$ cat src/rtl/decode_skid_pkg.sv
// Shared constants for the IF/ID boundary: RV32I base opcodes (instr[6:2]) and the canonical NOP.
package decode_skid_pkg;

    localparam int unsigned XLEN_RV32 = 32;

    // addi x0, x0, 0
    localparam logic [31:0] NOP_WORD = 32'h0000_0013;

    typedef enum logic [4:0] {
        OpLoad   = 5'b00000,
        OpFence  = 5'b00011,
        OpArithI = 5'b00100,
        OpAuipc  = 5'b00101,
        OpStore  = 5'b01000,
        OpArithR = 5'b01100,
        OpLui    = 5'b01101,
        OpBranch = 5'b11000,
        OpJalr   = 5'b11001,
        OpJal    = 5'b11011,
        OpSystem = 5'b11100
    } opcode_e;

endpackage

$ cat src/rtl/decode_skid_instr_fields.sv
// Combinational RV32I field slicer: opcode, sign-extension vector, register/function fields and
// an illegal flag for words outside the supported base opcode set.
module decode_skid_instr_fields
    import decode_skid_pkg::*;
(
    input  logic [31:0] instr,
    input  logic        valid,
    output logic [4:0]  opcode,
    output logic [21:0] signExt,
    output logic [4:0]  rd,
    output logic [4:0]  rs1,
    output logic [4:0]  rs2,
    output logic [2:0]  funct3,
    output logic [6:0]  funct7,
    output logic        illegal
);

    logic known_op;

    assign opcode  = instr[6:2];
    assign signExt = {22{instr[31]}};
    assign rd      = instr[11:7];
    assign rs1     = instr[19:15];
    assign rs2     = instr[24:20];
    assign funct3  = instr[14:12];
    assign funct7  = instr[31:25];

    always_comb begin
        known_op = 1'b0;
        case (opcode)
            OpLui, OpAuipc, OpJal, OpJalr, OpBranch, OpLoad,
            OpStore, OpArithI, OpArithR, OpFence, OpSystem: known_op = 1'b1;
            default: known_op = 1'b0;
        endcase
    end

    assign illegal = valid && ((instr[1:0] != 2'b11) || !known_op);

endmodule

$ cat src/rtl/decode_skid.sv
// IF/ID boundary stage: 2-entry skid buffer between fetch and decode with flush, presenting
// the held instruction and its sliced fields.
module decode_skid
    import decode_skid_pkg::*;
#(
    parameter int unsigned     XLEN = XLEN_RV32,
    parameter logic [XLEN-1:0] NOP  = NOP_WORD
) (
    input  logic            clk,
    input  logic            rst,
    input  logic            flush,
    input  logic            inValid,
    output logic            inReady,
    input  logic [XLEN-1:0] inInstr,
    input  logic [XLEN-1:0] inPc,
    output logic            outValid,
    input  logic            outReady,
    output logic [XLEN-1:0] outInstr,
    output logic [XLEN-1:0] outPc,
    output logic [4:0]      opcode,
    output logic [21:0]     signExt,
    output logic [4:0]      rd,
    output logic [4:0]      rs1,
    output logic [4:0]      rs2,
    output logic [2:0]      funct3,
    output logic [6:0]      funct7,
    output logic            illegal
);

    logic            main_valid_q, skid_valid_q;
    logic [XLEN-1:0] main_instr_q, main_pc_q;
    logic [XLEN-1:0] skid_instr_q, skid_pc_q;
    logic            in_fire;
    logic            main_free;

    // Ready depends only on state, so fetch never sees a path from outReady.
    assign inReady   = !skid_valid_q;
    assign in_fire   = inValid && inReady;
    assign main_free = !main_valid_q || outReady;

    always_ff @(posedge clk) begin
        if (rst || flush) begin
            main_valid_q <= 1'b0;
            skid_valid_q <= 1'b0;
            main_instr_q <= NOP;
            main_pc_q    <= '0;
            skid_instr_q <= NOP;
            skid_pc_q    <= '0;
        end else if (main_free) begin
            if (skid_valid_q) begin
                main_valid_q <= 1'b1;
                main_instr_q <= skid_instr_q;
                main_pc_q    <= skid_pc_q;
                skid_valid_q <= 1'b0;
            end else if (in_fire) begin
                main_valid_q <= 1'b1;
                main_instr_q <= inInstr;
                main_pc_q    <= inPc;
            end else begin
                main_valid_q <= 1'b0;
            end
        end else if (in_fire) begin
            skid_valid_q <= 1'b1;
            skid_instr_q <= inInstr;
            skid_pc_q    <= inPc;
        end
    end

    assign outValid = main_valid_q;
    assign outInstr = main_valid_q ? main_instr_q : NOP;
    assign outPc    = main_valid_q ? main_pc_q : '0;

    decode_skid_instr_fields u_fields (
        .instr   (outInstr),
        .valid   (main_valid_q),
        .opcode  (opcode),
        .signExt (signExt),
        .rd      (rd),
        .rs1     (rs1),
        .rs2     (rs2),
        .funct3  (funct3),
        .funct7  (funct7),
        .illegal (illegal)
    );

endmodule

$ cat config.mk
export PLATFORM = sky130hd
export DESIGN_NAME = decode_skid
export DESIGN_NICKNAME = d
export VERILOG_FILES = /design/src/rtl/decode_skid_pkg.sv /design/src/rtl/decode_skid_instr_fields.sv /design/src/rtl/decode_skid.sv
export SDC_FILE = /design/constraint.sdc
export NUM_CORES = 1
export LEC_CHECK = 0
export CAP_MARGIN = 0
export CORE_ASPECT_RATIO = 0.7
export CORE_UTILIZATION = 31
export CTS_CLUSTER_DIAMETER = 30
export DETAILED_ROUTE_END_ITERATION = 16
export PLACE_DENSITY = 0.64
export SYNTH_ARGS = -nofsm -noshare
export SYNTH_HDL_FRONTEND = slang
export SYNTH_SLANG_ARGS = --single-unit
$ cat constraint.sdc
create_clock -name clk -period 6 [get_ports clk]
set_input_delay 1.8 -clock clk [delete_from_list [all_inputs] [get_ports clk]]
set_output_delay 1.8 -clock clk [all_outputs]
set_load 0.05 [all_outputs]
==> summary.md, run 1 <==
| Metric | Value |
|---|---|
| Status | finished, final reports clean |
| Worst-case headroom to the max-slew limit | 0.2957 |
| Internal | 1.629 mW |
| Syn. warnings | 0 |
| Core Area | 19850 um^2 |
| Crit. End Element | output port |
| Vias per cell | 4.722 |
| Hpwl dp | 10400 um |
| GRT Total Usage | 0.1651 |
| Syn Nets | ~800 |
| Initial antenna violation count | 0 |
| Starting Density | 0.3165 |
| Drc violations | 0 |
| Number of global-route vias before repair | 4877 |
| Switching Share | 0.2406 |
| Depth of the worst hold-timing path | 2 |
| CTS Buf Count | 17 |
| Clock sinks | 130 |
| Largest net degree at the start of global routing | 71 |
| CTS tree | built |
| Clk buf depth | 2 |
| Worst Tran Pin Value | 1.056 ns |
| Vias after detailed routing | 5180 |
| Period utilization | 0.8042 |
| Worst r2r path cells | 5 |
| Layout filler cell count | 1975 |
| Most frequent cells in the layout | clkdlybuf4s50_1, nand2_1, dfxtp_1 |
| Seq pwr share | 0.420 |
| Max VDD drop | 0.1618 mV |
| Hold Vio Cnt, Final | 0 |
| Antenna violation net count after detailed routing | 0 |
| Fmax | roughly 210 MHz |
| Die area | 20850 um^2 |
| Worst R2R End | skid_instr_q[12] |
| Clock share of power | 0.479 |
| Async SR Flop Fraction | 0 |
| Max_cap viols | 0 |
| H-tree depth | 4 |
| Row cnt | 43 |
| CTS resizes | 0 |
| Reg2reg start | outValid |
| Most common cell after layout, fill and taps aside | clkdlybuf4s50_1 |
| Post-route setup TNS | 0 ns |
| Layout cells sized above 1 | 0.07860 |
| LEAKAGE | ~2.7 nW |
| Reg2reg setup slack | about 3.2 ns |
| Cell area power density | 256.0 nW/um^2 |
| ANT cells | 0 |
| Crit path kind | reg2out |
| Syn Area/Cell | 8.788 um^2 |
| Critical path, cell by cell | nand2_1 > ha_1 > nor2_1 > a2111oi_0 > o31a_1 > clkdlybuf4s50_1 |
| Switching pwr | slightly above 500 uW |
| Number of setup buffers added after CTS | 0 |
| Post-synthesis to final-layout area growth | 33.37% |
| DIE HEIGHT | 121.1 um |
| WL/cell | about 15 um |
| DIE WIDTH | 172.2 um |
| Crit-path max FO | 35 |
| Final Wtd Congestion | 0.6967 |
| Fin Clk Skew | 0.007168 ns |
| Max Slew Vio Count | 0 |
| Period minus WS final | between 4 and 5 ns |
| Clk slew on worst S/H paths | 0.06 ns |
| Hold Buf Count CTS | 0 |
| Port buffer count | 187 |
| I/O pin count | 188 |
| Unrepaired setup endpoints after global routing | false |
| First-pass GRT wire length | 26460 um |
| Post-Syn Area | 6284 um^2 |
| Synth cell types | 29 |
| Placed Cells incl. Taps | 1066 |
| Clk_lat worst skew | ~0.41 ns |
| Register area share after synthesis | 0.4142 |
| Yosys reg bits | 130 |
| Hold_sp | skid_instr_q[26] |
| Nets@finish | 885 |
| Non-Filler Instances | 1097 |
| Comb pwr share | 0.101 |
| Top_reg_cell synth | dfxtp_1 |
| Worst min-delay path category | reg2reg |
| WHS | around 0.45 ns |
| Synth Instances | 715 |
| Post-synth EDFFs | 0 |
| CP arrival | a little over 3 ns |
| Clock root cell | clkbuf_16 |
| Critical Path RT | 4.20 ns |
| First-pass iteration count of the detailed router | 4 |
| Total grt overflow | 0 |
| Sequential cell area | 2608 um^2 |
| Starting DRT DRC Count | roughly 360 |
| Final WL | approximately 17000 um |
| Area occupied by multi-input gates | 2897 um^2 |
| Critical Path Max Stage Delay | 0.85 ns |
| Setup violators final | 0 |
| Slowest cell on the critical path | clkdlybuf4s50_1 |
| Hold-critical path endpoint | skid_instr_q[26] |
| CP startpoint kind | flop |
[sequential cells by signal, summed over array words and instances (netlist names)]
register      count
main_pc_q        32
main_instr_q     32
skid_pc_q        32
outValid          1
skid_instr_q     32
skid_valid_q      1
[kinds of logic after synthesis]
group           count (synthesis)  synth area share
mux                            65            0.1035
fa+ha+maj                       1          0.001991
flops                         130            0.4142
buf+inv                       118            0.1290
compound gates                194            0.1961
simple gates                  207            0.1551
[through the flow]
stage / setup slack (ns) / utilization / instance area, um^2 / total power, mW
6_report: 1.175 / 0.4221 / 8381 / 2.145
5_1_grt: 0.9004 / 0.4221 / 8381 / 2.231
4_1_cts: 1.151 / 0.4221 / 8381 / 2.174
3_5_place_dp: 1.609 / 0.3925 / 7792 / 1.137
3_3_place_gp: 1.625 / 0.3925 / 7792 / 1.136
2_1_floorplan: 2.021 / - / 6284 / 1.050
[cells in the mapped netlist, types with 2 or more instances]
master,number,area share
nand2_1,131,0.078
dfxtp_1,130,0.41
a21oi_1,123,0.098
mux2i_1,65,0.10
and2_1,59,0.059
buf_4,56,0.067
a211oi_1,44,0.053
buf_2,24,0.019
clkbuf_1,18,0.011
a211oi_2,17,0.034
buf_6,17,0.030
nand2b_1,4,0.0040
inv_1,3,0.0018
nand3_1,3,0.0024
o21ai_0,3,0.0024
o311ai_0,3,0.0042
nor2_1,2,0.0012
or2_1,2,0.0020
[critical path: cells and delay by family (launching register included)]
| kind | cells | cell delay [ns] |
|---|---|---|
| AOI/OAI and AO/OA | 2 | 0.57 |
| adders and majority gates | 1 | 0.31 |
| buffers and inverters | 1 | 0.85 |
| DFF | 1 | 0.69 |
| and+or+nand+nor | 2 | 0.20 |
[power groups by stage]
stage / Clock, mW / Combinational, mW / Sequential (mW)
3_5_place_dp: 0 / 0.218 / 0.919
4_1_cts: 1.05 / 0.219 / 0.900
3_3_place_gp: 0 / 0.218 / 0.918
5_1_grt: 1.09 / 0.235 / 0.903
6_report: 1.03 / 0.217 / 0.900
2_1_floorplan: 0 / 0.136 / 0.913
[layout make-up]
cell class              count  share of cell area
inverters                   3            0.001344
repair buffers            196              0.2314
multi-input cells         467              0.3456
flip-flops and latches    130              0.3111
clock buffers              22             0.05778
well taps                 270             0.04031
clock inverters             9             0.01239
[worst max-delay path by stage]
stage | from | end | slack (ns) | depth (start not counted)
final | outValid | illegal | 1.18 | 6
after global routing | outValid | illegal | 0.90 | 6
after CTS | outValid | illegal | 1.15 | 6
after detailed placement | outValid | illegal | 1.61 | 6
after global placement | outValid | illegal | 1.63 | 6
after floorplan | outValid | illegal | 2.02 | 6
[routing by layer]
| metal | track usage | vias up | part of all wire |
|---|---|---|---|
| li1 | - | 2598 | - |
| met1 | 0.2278 | 2420 | 0.49 |
| met2 | 0.2528 | 152 | 0.45 |
| met3 | 0.04827 | 10 | 0.060 |
| met4 | 0.03485 | 0 | 0.0060 |
| met5 | 0 | - | 0 |
No activity file was read; power rests on OpenSTA's default activity.
==> run 2: changes to the inputs <==
PLACE_DENSITY = 0.66   (was 0.64)
clock period = 4.2 ns   (was 6 ns; I/O delays follow)
==> run 2 against run 1 <==
  * Flip-flop and latch count is the same
  * Clock power grew 46%
  * Sequential power grew 43%
  * Global-route usage shrank 0.060 points
  * Final cell count grew 0.27%
  * Total power grew 45%
  * Worst hold slack gained 0.00068 ns
  * Non-clock buffer count grew 3
  * Clock skew grew 0.0034 ns
  * Register-to-register slack lost 1.1 ns
  * First-iteration DRC count shrank 5.9%
  * Critical path type unchanged
  * Critical endpoint is now signExt[1]
==> summary.md, run 2 (synthesized netlist as in run 1, its figures left out) <==
| Metric | Value |
|---|---|
| Sequential cell area | 2608 um^2 (unchanged) |
| Clock root cell | clkbuf_16 (unchanged) |
| Crit-path max FO | 24 (was 35) |
| Max Slew Vio Count | 0 (unchanged) |
| Core Area | 19850 um^2 (unchanged) |
| Starting Density | 0.3165 (unchanged) |
| Hold Vio Cnt, Final | 0 (unchanged) |
| Die area | 20850 um^2 (unchanged) |
| Port buffer count | 187 (unchanged) |
| Worst Tran Pin Value | 0.7723 ns (was 1.056 ns) |
| Initial antenna violation count | 2 (was 0) |
| Clk_lat worst skew | 0.41 ns (about the same) |
| Layout filler cell count | 1939 (was 1975) |
| CP startpoint kind | flop (unchanged) |
| Critical Path Max Stage Delay | 0.93 ns (was 0.85 ns) |
| Number of global-route vias before repair | 4875 (was 4877) |
| DIE WIDTH | 172.2 um (unchanged) |
| Max_cap viols | 0 (unchanged) |
| Critical path, cell by cell | and2_1 > clkdlybuf4s50_1 (was nand2_1 > ha_1 > nor2_1 > a2111oi_0 > o31a_1 > clkdlybuf4s50_1) |
| Unrepaired setup endpoints after global routing | false (unchanged) |
| Nets@finish | 888 (was 885) |
| Worst r2r path cells | 5 (unchanged) |
| Status | finished, final reports clean (unchanged) |
| CTS Buf Count | 17 (unchanged) |
| Clk buf depth | 2 (unchanged) |
| CTS tree | built (unchanged) |
| Number of setup buffers added after CTS | 0 (unchanged) |
| Max VDD drop | 0.1920 mV (was 0.1618 mV) |
| First-pass GRT wire length | 26210 um (was 26460 um) |
| Antenna violation net count after detailed routing | 0 (unchanged) |
| Clock sinks | 130 (unchanged) |
| Reg2reg start | outValid (unchanged) |
| Period minus WS final | ~3.8 ns |
| CP arrival | 2.53 ns (was 3.02 ns) |
| Crit path kind | reg2out (unchanged) |
| Vias after detailed routing | 5123 (was 5180) |
| Depth of the worst hold-timing path | 2 (unchanged) |
| Hold_sp | skid_instr_q[2] (was skid_instr_q[26]) |
| Post-synthesis to final-layout area growth | 35.28% (was 33.37%) |
| Largest net degree at the start of global routing | 59 (was 71) |
| Drc violations | 0 (unchanged) |
| Vias per cell | 4.657 (was 4.722) |
| Fmax | between 200 and 300 MHz |
| LEAKAGE | 2.770 nW (was 2.713 nW) |
| Clk slew on worst S/H paths | 0.06 ns (about the same) |
| Starting DRT DRC Count | 335 (was 356) |
| Placed cell area | 7888 um^2 (was 7792 um^2) |
| Final Wtd Congestion | 0.7282 (was 0.6967) |
| Finished Core Util | 0.4282 (was 0.4221) |
| WHS | 0.4521 ns (was 0.4514 ns) |
| Setup violators final | 0 (unchanged) |
| CTS resizes | 0 (unchanged) |
| Reg2reg setup slack | 2.11 ns (was 3.23 ns) |
| Layout cells sized above 1 | 0.08434 (was 0.07860) |
| ANT cells | 0 (unchanged) |
| Cell area power density | 365.5 nW/um^2 (was 256.0 nW/um^2) |
| Hold Buf Count CTS | 0 (unchanged) |
| Worst R2R End | skid_instr_q[17] (was skid_instr_q[12]) |
| Slowest cell on the critical path | clkdlybuf4s50_1 (unchanged) |
| First-pass iteration count of the detailed router | 4 (unchanged) |
| Most common cell after layout, fill and taps aside | clkdlybuf4s50_1 (unchanged) |
| I/O pin count | 188 (unchanged) |
| Area occupied by multi-input gates | 2897 um^2 (unchanged) |
| Fin Clk Skew | 0.01054 ns (was 0.007168 ns) |
| Hpwl dp | 10720 um (was 10400 um) |
| Worst min-delay path category | reg2reg (unchanged) |
| Total grt overflow | 0 (unchanged) |
| Row cnt | 43 (unchanged) |
| Worst-case headroom to the max-slew limit | 0.4851 (was 0.2957) |
| Period utilization | 0.9031 |
| Hold-critical path endpoint | skid_instr_q[2] (was skid_instr_q[26]) |
| Final WL | 16570 um (was 16900 um) |
| Critical Path RT | 2.94 ns (was 4.20 ns) |
| WL/cell | 15.07 um (was 15.40 um) |
| H-tree depth | 4 (unchanged) |
| Design Area, Final | 8501 um^2 (was 8381 um^2) |
| Most frequent cells in the layout | clkdlybuf4s50_1, nand2_1, dfxtp_1 (unchanged) |
| DIE HEIGHT | 121.1 um (unchanged) |
| GRT Total Usage | 0.1645 (was 0.1651) |
| Crit. End Element | output port (unchanged) |
| Post-route setup TNS | 0 ns (unchanged) |
-- run 2: cell types whose count changed in the layout (fill, tap and decap cells not counted), moves of 2 or more --
cell      delta
buf_4        -2
clkbuf_8     +3
clkinv_2     -2
buf_12       +6
-- run 2: power by group --
| part | total (mW) | switching (mW) | internal [mW] |
|---|---|---|---|
| Clock | 1.50 | 0.545 | 0.958 |
| Sequential | 1.29 | 0.0209 | 1.27 |
| Combinational | 0.318 | 0.179 | 0.139 |
-- run 2: worst max path at each step --
stage	from	endpoint	depth (start not counted)
after CTS	outValid	signExt[5]	2
after detailed placement	outValid	signExt[5]	2
after floorplan	outValid	illegal	6
final	outValid	signExt[1]	2
after global placement	outValid	signExt[7]	2
after global routing	outValid	outInstr[31]	2
-- run 2: layer usage --
layer  part of all wire  GRT usage  up-vias
met2               0.44     0.2581      123
met1               0.50     0.2187     2370
met4              0.011    0.04923        4
met3              0.050    0.04501       23
li1                   -          -     2603
met5             0.0016          0        -
-- run 2: layout make-up --
class / instances / share of cell area
multi-input combinational: 467 / 0.3407
sequential: 130 / 0.3067
inverter: 3 / 0.001325
clock buffer: 25 / 0.06432
clock inverter: 6 / 0.007801
timing repair buffer: 199 / 0.2393
tap: 270 / 0.03974
-- run 2: per-stage QoR --
| stage | setup WS (ns) | total power, mW | instances |
|---|---|---|---|
| after floorplan | 0.7612 | 1.500 | 715 |
| after global placement | 0.8689 | 1.631 | 1069 |
| after detailed placement | 0.7777 | 1.633 | 1069 |
| after CTS | 0.3304 | 3.144 | 1100 |
| after global routing | 0.1951 | 3.219 | 1100 |
| final | 0.4071 | 3.107 | 1100 |
-- run 2: critical path: cells and delay by family, from the launching register on --
family	cells	cell delay (ns)
flip-flops	1	0.56
AND/OR/NAND/NOR	1	0.61
buffers and inverters	1	0.93
==> run 3: changes to the inputs <==
MAX_ROUTING_LAYER = met4   (was unset)
==> run 3 against run 2 <==
  * Combinational power hardly changed
  * Total power hardly changed
  * Critical path type unchanged
  * Design area about the same
  * Worst setup slack lost 0.0078 ns
  * Global-route usage rose by 0.47 points
  * First-iteration DRC count is 5.7% lower
  * Final cell count increased by 0.18%
  * Routed wire length up 0.18%
==> summary.md, run 3 (synthesized netlist as in run 1, its figures left out) <==
| Metric | Value |
|---|---|
| Clk buf depth | 2 (unchanged) |
| Depth of the worst hold-timing path | 2 (unchanged) |
| WL/cell | 15.07 um (about the same) |
| CTS resizes | 0 (unchanged) |
| Largest net degree at the start of global routing | 59 (unchanged) |
| I/O pin count | 188 (unchanged) |
| CTS tree | built (unchanged) |
| Worst r2r path cells | 5 (unchanged) |
| First-pass iteration count of the detailed router | 5 (was 4) |
| Final Wtd Congestion | 0.7370 (was 0.7282) |
| Hold Buf Count CTS | 0 (unchanged) |
| Cell family with most CP delay | buffers and inverters (unchanged) |
| Layout cells sized above 1 | 0.08434 (unchanged) |
| Starting Density | 0.3165 (unchanged) |
| LEAKAGE | 2.770 nW (about the same) |
| GRT Total Usage | 0.1692 (was 0.1645) |
| Most frequent cells in the layout | clkdlybuf4s50_1, nand2_1, dfxtp_1 (unchanged) |
| Antenna violation net count after detailed routing | 0 (unchanged) |
| Total grt overflow | 0 (unchanged) |
| Die area | 20850 um^2 (unchanged) |
| Placed cell area | 7888 um^2 (unchanged) |
| CP bufs+invs | 1 (unchanged) |
| Critical path depth | 2 (unchanged) |
| Vias per cell | 4.660 (was 4.657) |
| Number of setup buffers added after CTS | 0 (unchanged) |
| CTS Buf Count | 17 (unchanged) |
| Clock root cell | clkbuf_16 (unchanged) |
| CP arrival | 2.54 ns (was 2.53 ns) |
| Slowest cell on the critical path | clkdlybuf4s50_1 (unchanged) |
| Fin Clk Skew | 0.009684 ns (was 0.01054 ns) |
| Row cnt | 43 (unchanged) |
| Hold Vio Cnt, Final | 0 (unchanged) |
| Period minus WS final | 3.801 ns (was 3.793 ns) |
| Clk_lat worst skew | 0.41 ns (about the same) |
| Worst-case headroom to the max-slew limit | 0.4778 (was 0.4851) |
| Cell area power density | 365.1 nW/um^2 (was 365.5 nW/um^2) |
| Layout filler cell count | 1938 (was 1939) |
| Unrepaired setup endpoints after global routing | false (unchanged) |
| Final WL | 16600 um (was 16570 um) |
| Period utilization | 0.9049 (was 0.9031) |
| Hpwl dp | 10720 um (unchanged) |
| Design Area, Final | 8506 um^2 (was 8501 um^2) |
| Worst Tran Pin Value | 0.7832 ns (was 0.7723 ns) |
| Critical Path RT | 2.94 ns (about the same) |
| Drc violations | 0 (unchanged) |
| CP startpoint kind | flop (unchanged) |
| Status | finished, final reports clean (unchanged) |
| Fmax | 263.1 MHz (was 263.6 MHz) |
| DIE WIDTH | 172.2 um (unchanged) |
| Post-synthesis to final-layout area growth | 35.36% (was 35.28%) |
| Crit. End Element | output port (unchanged) |
| Starting DRT DRC Count | 316 (was 335) |
| Clock sinks | 130 (unchanged) |
| Post-route setup TNS | 0 ns (unchanged) |
| Most common cell after layout, fill and taps aside | clkdlybuf4s50_1 (unchanged) |
| Setup violators final | 0 (unchanged) |
| H-tree depth | 4 (unchanged) |
| Max Slew Vio Count | 0 (unchanged) |
| Critical Path Max Stage Delay | 0.93 ns (about the same) |
| Critical path, cell by cell | and2_1 > clkdlybuf4s50_1 (unchanged) |
| DIE HEIGHT | 121.1 um (unchanged) |
| Port buffer count | 187 (unchanged) |
| Worst min-delay path category | reg2reg (unchanged) |
| Vias after detailed routing | 5135 (was 5123) |
| Initial antenna violation count | 2 (unchanged) |
| Crit path kind | reg2out (unchanged) |
| Max_cap viols | 0 (unchanged) |
| Max VDD drop | 0.1917 mV (was 0.1920 mV) |
| Clk slew on worst S/H paths | 0.06 ns (about the same) |
| First-pass GRT wire length | 26190 um (was 26210 um) |
| Core Area | 19850 um^2 (unchanged) |
| Crit-path max FO | 24 (unchanged) |
| Number of global-route vias before repair | 4880 (was 4875) |
| Nets@finish | 888 (unchanged) |
-- run 3: worst paths after layout --
kind	slack, ns	start	end
worst min-delay path	0.45	skid_instr_q[2]	skid_instr_q[2]
worst min register to register	0.45	skid_instr_q[2]	skid_instr_q[2]
worst max register to register	2.11	outValid	skid_instr_q[17]
worst max-delay path	0.40	outValid	signExt[1]
-- run 3: layer usage --
| metal | part of all wire | vias to the layer above | global-route usage |
|---|---|---|---|
| met4 | 0.010 | 0 | 0.04923 |
| met5 | 0 | - | - |
| li1 | - | 2608 | - |
| met1 | 0.50 | 2386 | 0.2195 |
| met3 | 0.048 | 16 | 0.04338 |
| met2 | 0.44 | 125 | 0.2586 |
-- run 3: cell type report --
| cell class | count | area, um^2 | area share |
|---|---|---|---|
| timing repair buffer | 199 | 2034 | 0.2392 |
| tap | 270 | 337.8 | 0.03972 |
| clock buffer | 25 | 546.8 | 0.06428 |
| antenna | 2 | 5.005 | 0.0005884 |
| sequential | 130 | 2608 | 0.3066 |
| multi-input combinational | 467 | 2897 | 0.3405 |
| clock inverter | 6 | 66.31 | 0.007796 |
| inverter | 3 | 11.26 | 0.001324 |
-- run 3: report_power, final --
part / switching (mW) / total (mW) / internal, mW
clock network: 0.543 / 1.50 / 0.958
logic: 0.180 / 0.319 / 0.139
registers: 0.0209 / 1.29 / 1.27
-- run 3: through the flow --
stage | power (mW) | cells | utilization | hold WS [ns] | worst slack, ns
after floorplan | 1.500 | 715 | - | 0.4360 | 0.7612
after global placement | 1.631 | 1069 | 0.3973 | 0.4410 | 0.8689
after detailed placement | 1.633 | 1069 | 0.3973 | 0.4461 | 0.7777
after CTS | 3.144 | 1100 | 0.4282 | 0.4541 | 0.3304
after global routing | 3.220 | 1102 | 0.4284 | 0.4715 | 0.1951
final | 3.105 | 1102 | 0.4284 | 0.4520 | 0.3993
-- run 3: worst reg2reg max path, delay by kind of cell, from the launching register on --
| kind | cells | cell delay, ns |
|---|---|---|
| AND/OR/NAND/NOR | 2 | 0.65 |
| buffers and inverters | 2 | 0.66 |
| AO/OA/AOI/OAI | 1 | 0.06 |
| flip-flops | 1 | 0.57 |
